==> src/rtl/adder_ctrl_pkg.sv <==
// Shared types and constants for the two-requester shared-adder controller.
package adder_ctrl_pkg;

  localparam int unsigned WIDTH_DEFAULT = 32;

  localparam logic REQ0 = 1'b0;
  localparam logic REQ1 = 1'b1;

  typedef enum logic [1:0] {
    IDLE,
    EXEC,
    RESP
  } state_t;

endpackage

==> src/rtl/rr_arb2.sv <==
// Two-way round-robin grant: a lone requester wins, a tie goes to the one not served last.
module rr_arb2
  import adder_ctrl_pkg::*;
(
  input  logic [1:0] valid,
  input  logic       last,
  output logic [1:0] grant,
  output logic       gid
);

  always_comb begin
    grant = '0;
    gid   = REQ0;
    case (valid)
      2'b01: begin
        grant = 2'b01;
        gid   = REQ0;
      end
      2'b10: begin
        grant = 2'b10;
        gid   = REQ1;
      end
      2'b11: begin
        if (last == REQ1) begin
          grant = 2'b01;
          gid   = REQ0;
        end else begin
          grant = 2'b10;
          gid   = REQ1;
        end
      end
      default: begin
        grant = '0;
        gid   = REQ0;
      end
    endcase
  end

endmodule

==> src/rtl/adder_share_ctrl.sv <==
// Arbitrates two valid/ready requesters onto one external adder and returns
// the registered sum/carry on the granted requester's response channel.
module adder_share_ctrl
  import adder_ctrl_pkg::*;
#(
  parameter int unsigned WIDTH = WIDTH_DEFAULT
) (
  input  logic             clk,
  input  logic             resetn,
  input  logic             req0_valid,
  output logic             req0_ready,
  input  logic [WIDTH-1:0] req0_a,
  input  logic [WIDTH-1:0] req0_b,
  input  logic             req0_cin,
  input  logic             req1_valid,
  output logic             req1_ready,
  input  logic [WIDTH-1:0] req1_a,
  input  logic [WIDTH-1:0] req1_b,
  input  logic             req1_cin,
  output logic             rsp0_valid,
  input  logic             rsp0_ready,
  output logic [WIDTH-1:0] rsp0_sum,
  output logic             rsp0_cout,
  output logic             rsp1_valid,
  input  logic             rsp1_ready,
  output logic [WIDTH-1:0] rsp1_sum,
  output logic             rsp1_cout,
  output logic [WIDTH-1:0] add_a,
  output logic [WIDTH-1:0] add_b,
  output logic             add_cin,
  input  logic [WIDTH-1:0] add_s,
  input  logic             add_cout,
  output logic             busy,
  output logic [15:0]      ops_done
);

  state_t           state_q, state_d;
  logic             last_q;
  logic             id_q;
  logic [1:0]       grant;
  logic             gid;
  logic             accept;
  logic             rsp_hs;
  logic [WIDTH-1:0] op_a_q, op_b_q;
  logic             op_cin_q;
  logic [WIDTH-1:0] sum0_q, sum1_q;
  logic             cout0_q, cout1_q;
  logic [15:0]      ops_done_q;

  rr_arb2 u_arb (
    .valid ({req1_valid, req0_valid}),
    .last  (last_q),
    .grant (grant),
    .gid   (gid)
  );

  always_comb begin
    state_d = state_q;
    accept  = 1'b0;
    rsp_hs  = 1'b0;
    case (state_q)
      IDLE: begin
        // The arbiter only grants a valid requester, so any grant is a handshake.
        if (|grant) begin
          accept  = 1'b1;
          state_d = EXEC;
        end
      end
      EXEC: state_d = RESP;
      RESP: begin
        rsp_hs = (id_q == REQ1) ? rsp1_ready : rsp0_ready;
        if (rsp_hs) state_d = IDLE;
      end
      default: state_d = IDLE;
    endcase
  end

  always_ff @(posedge clk or negedge resetn) begin
    if (!resetn) state_q <= IDLE;
    else         state_q <= state_d;
  end

  always_ff @(posedge clk or negedge resetn) begin
    if (!resetn) begin
      last_q     <= REQ1;
      id_q       <= REQ0;
      op_a_q     <= '0;
      op_b_q     <= '0;
      op_cin_q   <= 1'b0;
      sum0_q     <= '0;
      sum1_q     <= '0;
      cout0_q    <= 1'b0;
      cout1_q    <= 1'b0;
      ops_done_q <= '0;
    end else begin
      if (accept) begin
        id_q     <= gid;
        op_a_q   <= (gid == REQ1) ? req1_a   : req0_a;
        op_b_q   <= (gid == REQ1) ? req1_b   : req0_b;
        op_cin_q <= (gid == REQ1) ? req1_cin : req0_cin;
      end
      if (state_q == EXEC) begin
        if (id_q == REQ1) begin
          sum1_q  <= add_s;
          cout1_q <= add_cout;
        end else begin
          sum0_q  <= add_s;
          cout0_q <= add_cout;
        end
      end
      if (rsp_hs) begin
        last_q     <= id_q;
        ops_done_q <= ops_done_q + 16'd1;
      end
    end
  end

  assign req0_ready = (state_q == IDLE) && grant[0];
  assign req1_ready = (state_q == IDLE) && grant[1];
  assign rsp0_valid = (state_q == RESP) && (id_q == REQ0);
  assign rsp1_valid = (state_q == RESP) && (id_q == REQ1);
  assign rsp0_sum   = sum0_q;
  assign rsp0_cout  = cout0_q;
  assign rsp1_sum   = sum1_q;
  assign rsp1_cout  = cout1_q;
  assign add_a      = op_a_q;
  assign add_b      = op_b_q;
  assign add_cin    = op_cin_q;
  assign busy       = (state_q != IDLE);
  assign ops_done   = ops_done_q;

endmodule

==> config.mk <==
export PLATFORM = sky130hd
export DESIGN_NAME = adder_share_ctrl
export DESIGN_NICKNAME = d
export VERILOG_FILES = /design/src/rtl/adder_ctrl_pkg.sv /design/src/rtl/rr_arb2.sv /design/src/rtl/adder_share_ctrl.sv
export SDC_FILE = /design/constraint.sdc
export NUM_CORES = 1
export LEC_CHECK = 0
export ABC_AREA = 1
export ABC_CLOCK_PERIOD_IN_PS = 1300
export BUFFER_PORTS_ARGS = -buffer_cell sky130_fd_sc_hd__buf_2
export CORE_ASPECT_RATIO = 0.7
export CORE_MARGIN = 2
export CORE_UTILIZATION = 35
export DETAILED_ROUTE_END_ITERATION = 7
export PLACE_DENSITY_LB_ADDON = 0.12
export SKIP_LAST_GASP = 1
export SYNTH_ARGS = -nofsm -noshare
export SYNTH_HDL_FRONTEND = slang
export SYNTH_SLANG_ARGS = --single-unit
export TNS_END_PERCENT = 5
==> constraint.sdc <==
create_clock -name clk -period 1.3 [get_ports clk]
set_input_delay 0.065 -clock clk [delete_from_list [all_inputs] [get_ports clk]]
set_output_delay 0.065 -clock clk [all_outputs]
set_load 0.02 [all_outputs]
---- Yosys cells after proc, flatten, opt, wreduce, memory -nomap -nowiden ----
Cells that the tools add are included.
word-level totals
  logic and storage cells ................. 44
  bits of input ports ..................... 169
  register bits ........................... 151
  output and inout port bits .............. 152
cells by class
  add/sub/neg operators ................... 1
  mux-type cells .......................... 14
  reductions and logical operators ........ 10
  eq/ne operators ......................... 7
  bitwise gates (word level) .............. 1
operators by type and width
  operator                                        number
  two-way mux 32 bit                              2
  adder 16 x 1 -> 16 bit (second input constant)  1
  case mux 2 bit (3 select lines)                 2
  == test 2 bit (second input constant)           3
  two-way mux 1 bit                               6
  two-way mux 2 bit                               3
  AND reduction 2 bit                             3
  == test 2 x 1 -> 1 bit (second input constant)  2
  logical AND 1 bit                               4
  inequality test 2 bit (second input constant)   2
  logical NOT 2 bit                               1
  case mux 1 bit (2 select lines)                 1
  nonzero test 2 bit                              1
  OR reduction 2 bit                              1
  inverter 1 bit                                  1

---- Longest topological paths before layout ----
  depth in word-level cells ............... 5
  mapped depth ............................ 9

---- Modules after synthesis ----
A second synthesis with hierarchy kept.
second synthesis, totals
  cells, all modules ...................... 746
  area, all modules ....................... 6411.1 µm²
modules (own cells, without submodules)
  module            cells each  instances  area each (µm²)
  adder_share_ctrl  740         1          6386.1
  rr_arb2           6           1          25.0

---- Worst setup path after synthesis ----
OpenSTA, ideal clock, no wires.
  path type ............................... reg-to-reg
  from .................................... register ops_done_q[1] (netlist: ops_done[1])
  to ...................................... register ops_done_q[10] (netlist: ops_done[10])
  library setup time ...................... 0.113 ns
  setup slack ............................. -0.120 ns
  cell stages (with the launch flop) ...... 9
  data arrival time ....................... 1.307 ns
  required time ........................... 1.187 ns
  cells stage by stage .................... dfrtp_1 > ha_1 > inv_1 > nor2_2 > nand2_1 > nor2_4 > nand3_1 > nand2_1 > inv_1
between the ends
  word-level cells in the longest chain between the ends .. 1
RTL lines
  what                    line                     source
  from (decl)             adder_share_ctrl.sv:48   logic [15:0] ops_done_q;
  from (signal assigned)  adder_share_ctrl.sv:113  ops_done_q <= ops_done_q + 16'd1;
  adder 16 x 1 -> 16 bit  adder_share_ctrl.sv:113
Every way passes these cells.
A chain may end at the register's enable or synchronous reset.

---- Final worst setup path ----
  from .................................... register last_q
  to ...................................... output req0_ready
between the ends
  word-level cells in the longest chain between the ends .. 3
RTL lines
  what                             line                     source
  from (decl)                      adder_share_ctrl.sv:38   logic last_q;
  from (signal assigned)           adder_share_ctrl.sv:112  last_q <= id_q;
  two-way mux 2 bit                rr_arb2.sv:24            if (last == REQ1) begin
  case mux 2 bit (3 select lines)  rr_arb2.sv:14            case (valid)
  logical AND 1 bit                adder_share_ctrl.sv:118  assign req0_ready = (state_q == IDLE) && grant[0];
  to (decl)                        adder_share_ctrl.sv:11   output logic req0_ready,
Every way passes these cells.

==> results.txt <==
design area: 0.01101 sq mm
Max transition margin: 73.13%
post-synthesis register bit count: 151
Reg2Reg Depth: 7
worst r2r src: last_q
PwrDens: 2212 mW/mm^2
CTS tree: done
Seq/Total Area, Yosys: 58.42%
Final Skew: 0.01704 ns
CTS Buf Count: 17
sequential share of power: 33.0%
RSZ-0062 raised after global routing: yes
cell with the most instances after synthesis: nand2_1
Net Sw Frac: 42.63%
Nets: 1428
total track usage: 23.23%
DR pass1 iterations: 5
number of cell rows: 41
yosys warns: 0
clock root buffer: clkbuf_16
P_int: 13.97 mW
crit end category: output port
Mapped Cells: 747
Max FO, Critical Path: 3
ant diodes: 0
top-area cell type share of the netlist area: 58.02%
ANT nets after route: 0
Core Util, Final: 60.98%
# clock sinks: 151
Longest Clk Path Bufs: 2
worst vdd ir: 1086 uV
Wirelength per Cell: 15.53 microns
Die Area: 0.01961 sq mm
Leak: 5.716 nW
pre-CTS WS: -0.04747 ns
number of global-route vias before repair: 7126
Worst Hold Launch: rsp1_ready
Port Buffers: 320
ys flop type: dfrtp_1
Via-to-Cell Ratio: 4.648
Setup Crit Path Kind: flop to output port
Peak Freq: 621.0 MHz
measured slew at the worst slew-check pin: 0.4016 ns
Die Ht: 117.8 microns
failing checks: setup timing
GRT overflow: 0
clock power share: 20.7%
Max stage delay cell, worst path: dfstp_2
critical path required time: 1.24 ns
final HPWL from detailed placement: 14520 microns
clk_lat worst skew: 0.43 ns
Distinct cells, synth: 25
final WL: 23410 microns
reg2reg end: add_a[6]
antenna violations before repair: 0
status: finished with violations
initial drt markers: 500
EDFF count, synth: 0
Synth area leaders: dfrtp_1 58%, nand2_1 11%, o21ai_0 10%, o21ai_1 5.3%, nor2_1 4.6%
Gate power share: 46.4%
placed cell areas: 0.008587 sq mm
min Tclk post-route: 1.610 ns
Max stage delay on crit path: 0.53 ns
Mean Syn Cell Area: 8.661 sq um
Post-Syn Nets: 917
CP startpoint: last_q
Area growth, synth to finish: 70.18%
layout cells sized above 1: 33.12%
Synth area leader: dfrtp_1
Worst Setup Slack, final: -0.3103 ns
Initial Util: 35.83%
largest net degree at the start of global routing: 67
DR vias: 7005
CP startpoint kind: flop
switching power: 10.38 mW
Placer Congestion: 0.8059
worst hold path type: input port to flop
final hold violation count: 0
Reg clk slew, reported paths: 0.06 ns
Post-route DRC: 0
critical path, cell by cell: nand2_2 > nand2_4 > inv_4 > buf_12 > nor3_4 > buf_6
Die W: 166.5 microns
Setup-failing EPs final: 70
Commonest cells post-synth: 186 x nand2_1, 150 x dfrtp_1, 129 x o21ai_0
final period utilization: 123.9%
Hold Path Stages: 5
R2R setup slack: -0.24 ns
Max Cap Viol: 0
WHS: 0.07580 ns
H-tree levels: 4
Critical Path AT: 1.55 ns
cell area after synthesis: 0.006470 sq mm
core area: 0.01806 sq mm
# IOs: 321
Worst Hold Path EP: ops_done[3]
first-pass GRT wire length: 36540 microns
async set or reset register ratio after synthesis: 100.0%
Max Slew Vio Count: 0
[worst max-delay path, delay by kind of cell (launching register included)]
family	cells	cell delay, ns
AND/OR/NAND/NOR	3	0.30
buffers and inverters	3	0.29
flip-flops	1	0.53
[per-stage QoR]
step	instances	setup TNS, ns	power [mW]
6_report	1507	-6.633	24.36
5_1_grt	1507	-13.32	25.93
4_1_cts	1503	-9.914	24.35
3_5_place_dp	1303	-0.2034	18.70
3_3_place_gp	1303	0	18.58
2_1_floorplan	747	-0.2837	14.47
[placed cells by master (no fill, tap or decap), types with 3 or more instances in the layout]
master	netlist	layout
buf_2	20	318
nand2_1	186	185
dlygate4sd3_1	0	164
dfrtp_1	150	149
o21ai_0	129	125
nor2_1	79	79
o21ai_1	69	70
inv_1	52	52
buf_4	4	35
clkbuf_16	0	18
buf_12	0	9
nand3_1	10	8
xor2_1	5	5
nand3b_1	4	4
nand4_1	4	4
inv_2	4	3
nor2_4	3	3
clkinvlp_4	0	3
clkinv_4	0	3
buf_6	6	3
[state kept, by name, summed over array words and instances (netlist names)]
signal	count
rsp0_sum	32
ops_done	16
rsp1_sum	32
state_q	2
rsp1_cout	1
add_b	32
id_q	1
last_q	1
add_a	32
add_cin	1
rsp0_cout	1
[area by class of cell]
type | instances | area, sq um
fillers | 1594 | 7047
repair buffers | 534 | 3837
flip-flops and latches | 151 | 3781
multi-input cells | 498 | 2285
clock buffers | 20 | 456.7
well taps | 236 | 295.3
inverters | 56 | 212.7
clock inverters | 12 | 142.6
[power by group through the flow]
stage / Clock [mW] / Sequential (mW) / Combinational (mW)
floorplan: 0 / 10.7 / 3.79
global placement: 0 / 8.01 / 10.6
detailed placement: 0 / 8.06 / 10.6
CTS: 5.16 / 8.01 / 11.2
global route: 5.35 / 8.31 / 12.3
finish: 5.03 / 8.03 / 11.3
[layer usage]
layer | global-route usage, % | vias to the layer above | part of all wire, %
li1 | - | 3431 | -
met1 | 30.83 | 3240 | 45
met2 | 36.91 | 284 | 46
met3 | 4.707 | 50 | 6.3
met4 | 10.40 | 0 | 2.8
met5 | 0 | - | 0
[worst max-delay path by stage]
stage,slack [ns],end,depth (start not counted)
floorplan,-0.1,ops_done[10],8
global placement,0.01,ops_done[11],8
detailed placement,-0.05,add_a[2],6
CTS,-0.34,req0_ready,6
global route,-0.36,req0_ready,6
finish,-0.31,req0_ready,6
[kinds of logic after synthesis]
logic type | synth area share [%]
AOI/OAI and AO/OA | 15.51
buffers and inverters | 7.001
adders and majority gates | 0.1934
and+or+nand+nor | 18.06
xor gates and xnor gates | 0.8122
DFF | 58.42
[what timing repair did]
item	4_1_cts	5_1_grt
endpoints found under the setup margin	35	105
endpoints found under the hold margin	282	0
setup buffers	2	2
gates cloned	2	3
gates resized for setup	4	13
hold buffers	164	0
pin swaps	1	3
(Power assumes the default switching activity.)
